### src/rtl/open_mem_reader.sv
// open_mem_reader: snapshots the open_mem lane bus on a start request and
// streams a contiguous, wrapping run of lanes out as a valid/ready byte stream.
// Every output comes straight from a flop, so i_ready never reaches an output
// combinationally.
module open_mem_reader #(
  parameter int AWIDTH = 2,
  parameter int DWIDTH = 8
) (
  input  logic                              clk,
  input  logic                              rst,
  input  logic [(2**AWIDTH)*DWIDTH-1:0]     i_datalane,
  input  logic                              i_start,
  input  logic [AWIDTH-1:0]                 i_first_lane,
  input  logic [AWIDTH:0]                   i_count,
  input  logic                              i_ready,
  output logic                              o_valid,
  output logic [DWIDTH-1:0]                 o_data,
  output logic [AWIDTH-1:0]                 o_lane,
  output logic                              o_last,
  output logic                              o_busy,
  output logic                              o_done,
  output logic                              o_err
);

  localparam int NLANES = 2**AWIDTH;
  localparam logic [AWIDTH:0] NLANES_C = (AWIDTH+1)'(NLANES);
  localparam logic [AWIDTH:0] ONE_C    = (AWIDTH+1)'(1);
  localparam logic [AWIDTH:0] TWO_C    = (AWIDTH+1)'(2);

  typedef enum logic [1:0] {
    IDLE = 2'd0,
    SEND = 2'd1,
    DONE = 2'd2
  } state_t;

  state_t                     state_q, state_d;
  logic [NLANES*DWIDTH-1:0]   shadow_q, shadow_d;
  logic [AWIDTH-1:0]          ptr_q, ptr_d;
  logic [AWIDTH:0]            rem_q, rem_d;
  logic                       valid_q, valid_d;
  logic [DWIDTH-1:0]          data_q, data_d;
  logic [AWIDTH-1:0]          lane_q, lane_d;
  logic                       last_q, last_d;
  logic                       busy_q, busy_d;
  logic                       done_q, done_d;
  logic                       err_q, err_d;

  logic                       countOk;
  logic [AWIDTH-1:0]          ptrInc;

  // Picks one DWIDTH-wide lane out of a flattened lane bus.
  function automatic logic [DWIDTH-1:0] laneOf(
    input logic [NLANES*DWIDTH-1:0] bus,
    input logic [AWIDTH-1:0]        idx
  );
    logic [DWIDTH-1:0] sel;
    sel = '0;
    for (int k = 0; k < NLANES; k++) begin
      if (idx == AWIDTH'(k)) sel = bus[k*DWIDTH +: DWIDTH];
    end
    return sel;
  endfunction

  // A run length is usable only when it is between one and the lane count.
  assign countOk = (i_count != '0) && (i_count <= NLANES_C);

  // Pointer advance wraps naturally at the lane count.
  assign ptrInc = ptr_q + AWIDTH'(1);

  // Next-state and next-output decode; outputs are precomputed here so that
  // each beat appears on the flops in the same cycle the state reaches it.
  always_comb begin
    state_d  = state_q;
    shadow_d = shadow_q;
    ptr_d    = ptr_q;
    rem_d    = rem_q;
    valid_d  = valid_q;
    data_d   = data_q;
    lane_d   = lane_q;
    last_d   = last_q;
    busy_d   = busy_q;
    done_d   = 1'b0;
    err_d    = 1'b0;

    case (state_q)
      IDLE: begin
        valid_d = 1'b0;
        busy_d  = 1'b0;
        data_d  = '0;
        lane_d  = '0;
        last_d  = 1'b0;
        if (i_start) begin
          if (countOk) begin
            shadow_d = i_datalane;
            ptr_d    = i_first_lane;
            rem_d    = i_count;
            state_d  = SEND;
            valid_d  = 1'b1;
            busy_d   = 1'b1;
            data_d   = laneOf(i_datalane, i_first_lane);
            lane_d   = i_first_lane;
            last_d   = (i_count == ONE_C);
          end else begin
            err_d = 1'b1;
          end
        end
      end

      SEND: begin
        if (i_ready) begin
          ptr_d = ptrInc;
          rem_d = rem_q - ONE_C;
          if (rem_q == ONE_C) begin
            state_d = DONE;
            valid_d = 1'b0;
            data_d  = '0;
            lane_d  = '0;
            last_d  = 1'b0;
            done_d  = 1'b1;
          end else begin
            data_d = laneOf(shadow_q, ptrInc);
            lane_d = ptrInc;
            last_d = (rem_q == TWO_C);
          end
        end
      end

      DONE: begin
        state_d = IDLE;
        busy_d  = 1'b0;
        valid_d = 1'b0;
      end

      default: begin
        state_d = IDLE;
        valid_d = 1'b0;
        busy_d  = 1'b0;
      end
    endcase
  end

  // State, snapshot and registered outputs, cleared synchronously by rst.
  always_ff @(posedge clk) begin
    if (rst) begin
      state_q  <= IDLE;
      shadow_q <= '0;
      ptr_q    <= '0;
      rem_q    <= '0;
      valid_q  <= 1'b0;
      data_q   <= '0;
      lane_q   <= '0;
      last_q   <= 1'b0;
      busy_q   <= 1'b0;
      done_q   <= 1'b0;
      err_q    <= 1'b0;
    end else begin
      state_q  <= state_d;
      shadow_q <= shadow_d;
      ptr_q    <= ptr_d;
      rem_q    <= rem_d;
      valid_q  <= valid_d;
      data_q   <= data_d;
      lane_q   <= lane_d;
      last_q   <= last_d;
      busy_q   <= busy_d;
      done_q   <= done_d;
      err_q    <= err_d;
    end
  end

  assign o_valid = valid_q;
  assign o_data  = data_q;
  assign o_lane  = lane_q;
  assign o_last  = last_q;
  assign o_busy  = busy_q;
  assign o_done  = done_q;
  assign o_err   = err_q;

endmodule

### config.mk
export PLATFORM = sky130hd
export DESIGN_NAME = open_mem_reader
export DESIGN_NICKNAME = d
export VERILOG_FILES = /design/src/rtl/open_mem_reader.sv
export SDC_FILE = /design/constraint.sdc
export NUM_CORES = 1
export LEC_CHECK = 0
export CORE_ASPECT_RATIO = 1.4
export CORE_UTILIZATION = 32
export DETAILED_ROUTE_END_ITERATION = 10
export SYNTH_ARGS = -nofsm -noshare
export SYNTH_HDL_FRONTEND = slang
export SYNTH_SLANG_ARGS = --single-unit
### constraint.sdc
create_clock -name clk -period 2 [get_ports clk]
set_clock_uncertainty 0.15 [all_clocks]
set_input_delay 0.5 -clock clk [delete_from_list [all_inputs] [get_ports clk]]
set_output_delay 0.5 -clock clk [all_outputs]
set_load 0.01 [all_outputs]
==> out/summary.txt <==
Routed Antenna Nets -> 0
Min Hold Slack -> 0.285 ns
Global-route wire length before repair -> 11500 um
Commonest non-fill, non-tap cells in the layout -> 54 x dfxtp_1, 52 x clkdlybuf4s50_1, 39 x nor2_1, 38 x mux2i_1, 26 x buf_4
Fillers -> 780
Root buffer cell -> clkbuf_16
GR Overflow Total -> 0
Synthesized area -> 2740 sq um
Routability cong. -> 0.802
Post-synth EDFFs -> 0
Startpoint types -> primary input
Hpwl dp -> 5270 um
Commonest non-fill, non-tap cell in the layout -> dfxtp_1
Site row count -> 39
Drt drc -> 0
Worst setup EP type -> register
Tmin final -> 1.96 ns
Peak supply drop -> 0.404 mV
Flops & latches, synth -> 54
CTS tree -> yes
Core region area -> 8250 sq um
Tot GR Track Use -> 16.7%
Internal -> 2.24 mW
Clock power frac -> 37.6%
Clk buf depth -> 2
Vias per cell -> 5.12
Met3 Use GR -> 2.38%
Syn. warnings -> 0
Total CTS buffers -> 5
Die Area -> 8940 sq um
I/O pins -> 56
Syn_area_per_cell -> 9.96 sq um
M2 GR Usage -> 28.8%
Synthesized instance count -> 275
Iter 0 DRT Violations -> 148
Slew HR -> 60.1%
Final WS setup -> 0.0449 ns
Setup WS pre-CTS -> -0.349 ns
Critical path peak fanout -> 9
DR vias -> 2331
Syn nets -> 323
Primary FF master, synth -> dfxtp_1
Setup Fix Bufs, Post-CTS -> 0
Antenna violations before repair -> 0
Setup tns final -> 0 ns
Hold WC Path Type -> primary input to register
Busiest grt layer -> met2
Final period utilization -> 97.8%
Share of synthesized flip-flops with an asynchronous set or reset -> 0%
Effective utilization at floorplan -> 33.2%
Max-slew violation count -> 0
Vias in the first global route -> 2278
Maximum number of pins on one net before global-route repair -> 25
FF-to-FF setup slack -> 0.16 ns
# setup viols final -> 0
Critical-path cell list -> clkdlybuf4s50_1 -> or3_4 -> nand4_4 -> clkbuf_16 -> mux2i_1 -> nor2_1
Largest stage delay, worst path -> 0.42 ns
Switching share of power -> 25.8%
Leakage power -> 1.62 nW
Met1 Use GR -> 20.9%
Layout cells sized above 1 -> 17.6%
RSZ-0062 raised after global routing -> false
Reg power frac -> 39.4%
Final WL -> 7400 um
Crit path arrival time -> 2.00 ns
Buf/Inv on CP -> 2
Switching power -> 0.780 mW
Clk slew on worst S/H paths -> 0.08 ns
H-tree depth -> 2
# diodes -> 0
Power Dens Cells -> 781 nW/um^2
Hold Buf Count CTS -> 0
Worst-Margin Slew -> 0.596 ns
Slowest CP cell -> clkdlybuf4s50_1
WL/cell -> 16.3 um
Seq/Total Area, Yosys -> 39.5%
Critical path required time -> 2.05 ns
Max Cap Violations -> 0
Pre-Repair DR Iteration Count -> 7
Post-synth cell types -> 41
Nets@finish -> 400
Combinational power share -> 23.0%
Fin. Hold Viols -> 0
Status -> complete, no violations
Die Y -> 111 um
Port Buffers -> 55
Die X-Extent -> 80.2 um
Clock Sinks -> 54
Fmax -> 511 MHz
P&R area growth vs syn -> 41.2%
Critical path class -> primary input to register
Worst skew pair latency -> 0.30 ns
Worst path top cell family by delay -> simple AND/OR/NAND/NOR gates
==> routing by layer <==
layer	vias up	wire [um]
met1	1103	3190
li1	1145	-
met4	0	101
met2	74	3790
met3	9	321
met5	-	0
==> final timing paths <==
kind / startpoint / depth (start not counted) / to
max reg2reg: ptr_q[0]$_SDFFE_PP0P_ / 6 / o_data[4]$_SDFFE_PP0P_
min: rst / 2 / rem_q[2]$_SDFFE_PP0P_
max: i_count[0] / 6 / shadow_q[19]$_SDFFE_PP0P_
min reg2reg: o_valid$_SDFFE_PP0P_ / 2 / o_valid$_SDFFE_PP0P_
==> registers in the layout, summed over array words and instances (netlist names) <==
| name | count |
|---|---|
| shadow_q | 32 |
| state_q | 2 |
| o_data | 8 |
| o_busy | 1 |
| o_valid | 1 |
| o_lane | 2 |
| o_last | 1 |
| rem_q | 3 |
| o_done | 1 |
| ptr_q | 2 |
| o_err | 1 |
==> cell usage after synthesis (4+ instances only) <==
library cell	instances	area share [%]
a21oi_1	7	1.3
a221o_1	6	2.2
a221oi_1	4	1.3
a31oi_1	6	1.4
buf_2	4	0.73
clkbuf_1	11	1.5
dfxtp_1	54	39
ha_1	7	3.2
inv_1	6	0.82
mux2i_1	38	14
mux4_2	8	6.6
nand2_1	15	2.1
nand2b_1	9	2.1
nand3_1	7	1.3
nand3b_1	7	1.9
nor2_1	39	5.3
nor2b_1	10	2.3
==> final cells by class <==
cell class	count	area (sq um)	area share [%]
Clock buffer	5	125	3.23
Clock inverter	3	68.8	1.78
Inverter	7	26.3	0.679
Multi-Input combinational cell	195	1530	39.5
Sequential cell	54	1080	27.9
Tap cell	102	128	3.30
Timing Repair Buffer	89	912	23.6
==> metrics by stage <==
step / util, % / power [mW] / std cells / cell area, sq um
4_1_cts: 46.0 / 3.02 / 453 / 3790
3_5_place_dp: 43.6 / 1.88 / 445 / 3600
3_3_place_gp: 43.6 / 1.87 / 445 / 3600
2_1_floorplan: - / 1.60 / 275 / 2740
6_report: 46.9 / 3.02 / 455 / 3870
5_1_grt: 46.9 / 3.15 / 455 / 3870
==> cells by family (layout without fill, tap and decap cells) <==
logic type      count (synthesis)  count (layout)  synth area share [%]
simple gates                   97              97                  18.0
flops                          54              54                  39.5
mux                            47              47                  20.9
compound gates                 44              44                  12.6
buf+inv                        26             104                  5.80
fa+ha+maj                       7               7                  3.20
==> power groups by stage <==
stage / clock network [mW] / registers (mW) / logic [mW]
finish: 1.14 / 1.19 / 0.696
global route: 1.20 / 1.20 / 0.752
CTS: 1.15 / 1.19 / 0.670
detailed placement: 0 / 1.22 / 0.668
global placement: 0 / 1.21 / 0.661
floorplan: 0 / 1.21 / 0.384
==> repair_timing <==
item / in CTS / in global routing
endpoints found under the setup margin: 8 / 17
pin swaps: 0 / 3
gates resized for setup: 2 / 5
cloned: 0 / 2
(Power assumes the default switching activity.)
